File: config.mk
export PLATFORM = sky130hd
export DESIGN_NAME = ps2_scancode_decoder
export DESIGN_NICKNAME = d
export VERILOG_FILES = /design/src/rtl/ps2_scancode_decoder.sv
export SDC_FILE = /design/constraint.sdc
export NUM_CORES = 1
export LEC_CHECK = 0
export ABC_AREA = 1
export CAP_MARGIN = 20
export CORE_ASPECT_RATIO = 1.75
export CORE_MARGIN = 4
export CORE_UTILIZATION = 51
export DETAILED_ROUTE_END_ITERATION = 12
export GPL_TIMING_DRIVEN = 0
export PLACE_DENSITY = 0.76
export RECOVER_POWER = 25
export SLEW_MARGIN = 20
export SYNTH_ARGS = -nofsm -noshare
export SYNTH_HDL_FRONTEND = slang
export SYNTH_SLANG_ARGS = --single-unit
export TNS_END_PERCENT = 30
File: constraint.sdc
create_clock -name clk_i -period 1.51 [get_ports clk_i]
set_input_delay 0.2265 -clock clk_i [delete_from_list [all_inputs] [get_ports clk_i]]
set_output_delay 0.2265 -clock clk_i [all_outputs]
set_load 0.02 [all_outputs]
File: src/rtl/ps2_scancode_decoder.sv
// ps2_scancode_decoder: turns the PS/2 Set-2 byte stream into single-cycle
// make/break key events with extended flag, repeat filtering and prefix timeout.
module ps2_scancode_decoder #(
   parameter int TIMEOUT_CYCLES = 2_500_000,
   parameter int FILTER_REPEAT  = 1
) (
   input  logic       clk_i,
   input  logic       rst_n_i,
   input  logic [7:0] ps2_data_i,
   input  logic       ps2_data_en_i,
   output logic [7:0] key_code_o,
   output logic       key_ext_o,
   output logic       key_break_o,
   output logic       key_en_o,
   output logic       err_o
);
   localparam int CW = $clog2(TIMEOUT_CYCLES);
   typedef enum logic [1:0] {IDLE, GOT_E0, GOT_F0, GOT_E0F0} state_t;
   state_t state_q, state_d;
   logic [CW-1:0] cnt_q, cnt_d;
   logic [7:0] code_q, code_d, last_code_q, last_code_d;
   logic ext_q, ext_d, brk_q, brk_d, ken_q, ken_d, err_q, err_d;
   logic last_vld_q, last_vld_d, last_ext_q, last_ext_d;
   logic is_e0, is_f0, drop, timeout, mk, bk, ev_ext, same_key, repeat_hit;
   always_comb begin
      is_e0   = ps2_data_i == 8'hE0;
      is_f0   = ps2_data_i == 8'hF0;
      drop    = ps2_data_i inside {8'h00, 8'hAA, 8'hE1, 8'hEE, 8'hFA, 8'hFC, 8'hFE, 8'hFF};
      // Fires one cycle early so err_o lands exactly TIMEOUT_CYCLES after the prefix strobe.
      timeout = state_q != IDLE && cnt_q == CW'(TIMEOUT_CYCLES - 2);
      state_d = state_q;
      err_d   = 1'b0;
      mk      = 1'b0;
      bk      = 1'b0;
      ev_ext  = 1'b0;
      if (ps2_data_en_i) begin
         case (state_q)
            IDLE: begin
               state_d = is_e0 ? GOT_E0 : is_f0 ? GOT_F0 : IDLE;
               mk      = !is_e0 && !is_f0 && !drop;
            end
            GOT_E0: begin
               state_d = is_f0 ? GOT_E0F0 : IDLE;
               err_d   = is_e0 || drop;
               mk      = !is_e0 && !is_f0 && !drop;
               ev_ext  = 1'b1;
            end
            default: begin
               state_d = IDLE;
               err_d   = is_e0 || is_f0 || drop;
               bk      = !(is_e0 || is_f0 || drop);
               ev_ext  = state_q == GOT_E0F0;
            end
         endcase
      end else if (timeout) begin
         state_d = IDLE;
         err_d   = 1'b1;
      end
      cnt_d       = (ps2_data_en_i || state_q == IDLE) ? '0 : cnt_q + 1'b1;
      same_key    = last_ext_q == ev_ext && last_code_q == ps2_data_i;
      repeat_hit  = FILTER_REPEAT != 0 && last_vld_q && same_key;
      ken_d       = bk || (mk && !repeat_hit);
      code_d      = ken_d ? ps2_data_i : code_q;
      ext_d       = ken_d ? ev_ext : ext_q;
      brk_d       = ken_d ? bk : brk_q;
      last_vld_d  = FILTER_REPEAT == 0 ? 1'b0 : (ken_d && mk) ? 1'b1 : (bk && same_key) ? 1'b0 : last_vld_q;
      last_code_d = (ken_d && mk) ? ps2_data_i : last_code_q;
      last_ext_d  = (ken_d && mk) ? ev_ext : last_ext_q;
   end
   always_ff @(posedge clk_i or negedge rst_n_i) begin
      if (!rst_n_i) begin
         state_q     <= IDLE;
         cnt_q       <= '0;
         code_q      <= 8'h00;
         ext_q       <= 1'b0;
         brk_q       <= 1'b0;
         ken_q       <= 1'b0;
         err_q       <= 1'b0;
         last_vld_q  <= 1'b0;
         last_ext_q  <= 1'b0;
         last_code_q <= 8'h00;
      end else begin
         state_q     <= state_d;
         cnt_q       <= cnt_d;
         code_q      <= code_d;
         ext_q       <= ext_d;
         brk_q       <= brk_d;
         ken_q       <= ken_d;
         err_q       <= err_d;
         last_vld_q  <= last_vld_d;
         last_ext_q  <= last_ext_d;
         last_code_q <= last_code_d;
      end
   end
   assign key_code_o  = code_q;
   assign key_ext_o   = ext_q;
   assign key_break_o = brk_q;
   assign key_en_o    = ken_q;
   assign err_o       = err_q;
endmodule
## Yosys cells after proc, flatten, opt, wreduce, memory -nomap -nowiden

Index checks and enable logic that the tools add are counted.

- Add/sub/neg operators: 1
- Equality and inequality tests: 14
- Mux-type cells: 18
- Reduce and logical (&&, ||, !) cells: 25

Operators by type and width:

| kind | count |
|---|---|
| $eq 8x8->1 const B | 9 |
| $add 22x1->22 const B | 1 |
| $eq 22x22->1 const B | 1 |
| $mux 22 | 1 |
| $mux 2 | 5 |
| $mux 1 | 9 |
| $eq 8x8->1 | 1 |
| $logic_and 1x1->1 | 8 |
| $logic_not 8->1 | 1 |
| $reduce_bool 8->1 | 1 |
| $reduce_bool 2->1 | 3 |
| $logic_not 1->1 | 5 |
| $logic_or 1x1->1 | 5 |
| $pmux 1 s2 | 2 |
| $pmux 2 s2 | 1 |
| $eq 2x1->1 const B | 1 |
| $eq 2x2->1 const B | 1 |
| $logic_not 2->1 | 1 |
| $reduce_or 2->1 | 1 |
| $eq 1x1->1 | 1 |

- Flip-flop bits (word level): 46
- Input port bits: 11
- Output and inout bits: 12
- Word-level logic and storage cells: 68

## Depth between registers and ports, before layout

- Depth after elaboration: 11
- Depth in mapped cells: 12
- Depth with buffers taken out: 11

## Worst setup path after synthesis

No wires, ideal clock.

- Kind: reg2reg
- From: reg cnt_q[0]
- To: reg cnt_q[18]
- Library setup time: 0.121 ns
- Arrival: 1.463 ns
- Required time: 1.389 ns
- Path slack: -0.074 ns
- Stages on the path, launching flop included: 11
- Path buffers: 0
- Period minus slack after synthesis: 1.584 ns
- Cell sequence: dfrtp_1 -> ha_1 -> nand2_1 -> nor2_2 -> nand2_1 -> nor2_1 -> nand2_1 -> nor2_1 -> nand2_1 -> o21ai_0 -> nor2_1

- Longest elaborated chain between the ends: 2

RTL lines:

| element | RTL line | text |
|---|---|---|
| start, declared | 20 | `logic [CW-1:0] cnt_q, cnt_d;` |
| start signal, assigned | 84 | `cnt_q <= cnt_d;` |
| $add 22x1->22 | 59 | `cnt_d = (ps2_data_en_i \|\| state_q == IDLE) ? '0 : cnt_q + 1'b1;` |
| $mux 22 | 59 |  |
| named net cnt_d[18] | 20 |  |

The timed path passes the listed nets, and every way through them passes these cells.
A chain may end at the register's enable or synchronous reset.

## Final worst setup path

Same ends and word-level chain as after synthesis.

==> impl_metrics.env <==
export IMPL_skew_ns=0.0113
export IMPL_grt_max_degree=25
export IMPL_cp_arrival_ns=1.75
export IMPL_path_class="reg2reg"
export IMPL_timing_rr_start="cnt_q[0]"
export IMPL_worstMarginPinSlew_ns=0.653
export IMPL_vias_per_cell=5.46
export IMPL_whs_path_depth=3
export IMPL_post_drt_wl_per_cell_um=14.1
export IMPL_ant_nets=0
export IMPL_path_clk_slew_ns=0.09
export IMPL_wirelength_um=6280
export IMPL_grt_pass1_vias=2334
export IMPL_hp_start="ps2_data_i[3]"
export IMPL_diodes=0
export IMPL_area_growth_pct=31.5
export IMPL_synth_common_cells="nand2_1 (100), dfrtp_1 (46), inv_1 (46)"
export IMPL_cts_buffer_depth=2
export IMPL_p_switching_uw=655
export IMPL_cp_required_ns=1.70
export IMPL_fin_crit_sh=1.03
export IMPL_rsz0062_at_grt="yes"
export IMPL_ys_seq_area_frac=0.462
export IMPL_startpoint="cnt_q[0]"
export IMPL_p_int_uw=1760
export IMPL_stdcell_area_um2=3270
export IMPL_layout_min_cycle_time_ns=1.55
export IMPL_yosys_cell_count_top_type="nand2_1"
export IMPL_seq_power_share=0.544
export IMPL_endpoint_kind="flop"
export IMPL_post_place_ws_ns=-0.631
export IMPL_crit_end="cnt_q[18]"
export IMPL_start_util=0.529
export IMPL_via_count=2423
export IMPL_slew_headroom=0.564
export IMPL_reg2reg_setup_slack_ns=-0.04
export IMPL_setup_viol=6
export IMPL_clockRootBuffer="clkbuf_8"
export IMPL_synth_area_top_cells="dfrtp_1 (46%), nand2_1 (15%), inv_1 (6.9%), nor2_1 (6.8%), o21ai_0 (3.8%)"
export IMPL_grt_total_usage=0.213
export IMPL_max_freq_ghz=0.644
export IMPL_synthArstFlopShare=1.00
export IMPL_vdd_drop_max_uv=697
export IMPL_cts_inserted_buffers=5
export IMPL_p_leak_uw=0.00170
export IMPL_cts_sinks=46
export IMPL_synth_top_area_frac=0.462
export IMPL_syn_num_nets=351
export IMPL_dieWidth_um=60.8
export IMPL_dpl_instance_area_um2=2810
export IMPL_first_iter_violations=138
export IMPL_utilization=0.695
export IMPL_rows=33
export IMPL_dpl_hpwl_um=4270
export IMPL_clock_latency_ns=0.30
export IMPL_die_h_um=100
export IMPL_power_density_nw_per_um2=737
export IMPL_worst_setup_path_start_kind="flop"
export IMPL_fin_nets=404
export IMPL_grt_pass1_wl_um=9980
export IMPL_place_congestion=0.944
export IMPL_cts_tree="yes"
export IMPL_core_area_um2=4710
export IMPL_synth_top_cell_by_area="dfrtp_1"
export IMPL_drive_gt1_frac=0.232
export IMPL_io_pins=23
export IMPL_reg2reg_depth=10
export IMPL_clock_power_share=0.312
export IMPL_drt_pass1_iterations=5
export IMPL_timing_rr_end="cnt_q[18]"
export IMPL_p_sw_frac=0.272
export IMPL_synth_avg_cell_area_um2=7.37
export IMPL_p_comb_frac=0.144
export IMPL_final_max_slew_viol_count=0
export IMPL_io_buffers=22
export IMPL_synth_edf_count=0
export IMPL_synth_cells=338
export IMPL_overflow=0
export IMPL_ys_flop_type="dfrtp_1"
export IMPL_antenna_found_initial=0
export IMPL_syn_area_um2=2490
export IMPL_ys_ff_latch=46
export IMPL_synth_cell_types=29
export IMPL_fp_dieArea_um2=6110
export IMPL_critPathMaxFanout=3
export IMPL_status="finished, violations left"
export IMPL_htreeDepth=2
export IMPL_hold_violations=0
export IMPL_drc=0
export IMPL_max_cap_viol_count=0
export IMPL_violations="negative setup slack"
export IMPL_totalPowerFinal_uw=2410
export IMPL_timing_final_ws_setup_ns=-0.0434
export IMPL_ys_warn_count=0
export IMPL_hold_class="in2reg"
[sequential cells by signal, indices dropped and copies added (netlist names)]
| register | flops |
|---|---|
| key_code_o | 8 |
| last_ext_q | 1 |
| state_q | 2 |
| key_en_o | 1 |
| last_vld_q | 1 |
| cnt_q | 22 |
| last_code_q | 8 |
| key_ext_o | 1 |
| key_break_o | 1 |
| err_o | 1 |
[per-stage QoR]
stage / hold slack, ns / instances / setup TNS [ns]
after floorplan: -0.0691 / 338 / -0.0197
after global routing: 0.239 / 444 / -3.13
after detailed placement: 0.255 / 413 / -17.10
final: 0.213 / 444 / -0.0715
after CTS: 0.365 / 426 / -0.273
after global placement: 0.457 / 412 / -64.81
[final cells by class]
cell class,instances,area (um^2)
Tap cell,52,65.1
Clock buffer,5,68.8
Fill cell,375,1430
Inverter,46,175
Timing Repair Buffer,46,442
Multi-Input combinational cell,241,1300
Clock inverter,3,21.3
Sequential cell,46,1150
Buffer,5,47.5
[per-layer routing]
metal,vias to the layer above,share of wire,track usage
met5,-,0,0
met4,0,0.033,0.110
met3,19,0.037,0.0270
met2,73,0.56,0.394
met1,1135,0.37,0.221
li1,1196,-,-
[worst max-delay path: stages, from the launching register on]
cell     delay, ns
dfrtp_1       0.39
ha_2          0.20
nand2_2       0.07
nor2_4        0.09
nand2_2       0.08
nor2_4        0.14
nand2_4       0.11
nor2_4        0.12
nand2_2       0.07
o21ai_1       0.13
nor2_1        0.05
[worst min path at each step]
stage | endpoint | slack (ns)
3_3_place_gp | key_break_o | 0.46
2_1_floorplan | cnt_q[0] | -0.07
5_1_grt | key_code_o[3] | 0.24
6_report | key_code_o[3] | 0.21
3_5_place_dp | last_code_q[7] | 0.26
4_1_cts | key_code_o[5] | 0.37
[kinds of logic after synthesis]
logic type      after synthesis  synth area share
flops                        46             0.462
simple gates                197             0.346
compound gates               38            0.0834
buf+inv                      51            0.0844
xor+xnor                      4            0.0141
fa+ha+maj                     2            0.0100
[power groups by stage]
stage	clock, uW	combinational, uW	sequential [uW]
CTS	776	318	1310
finish	751	348	1310
detailed placement	0	320	1340
global placement	0	307	1340
floorplan	0	129	1370
global route	822	385	1320
[cell usage in the layout, fill, tap and decap left out, types with 6 or more instances in the layout]
cell / count
nor3_1: 9
a21oi_1: 10
nand2_1: 85
clkbuf_2: 6
o21ai_0: 16
nand3_1: 16
nor2_1: 39
inv_1: 40
dlymetal6s2s_1: 8
buf_4: 21
nand2_2: 13
nand4_1: 7
dfrtp_1: 44
[timing repair]
action	4_1_cts	5_1_grt
cloned	0	2
endpoints found under the hold margin	23	0
setup endpoints to repair	38	47
pin swaps	7	26
resized for setup	36	53
buffers inserted	4	16
hold buffers	1	0
Power figures use the tool's default switching activity.
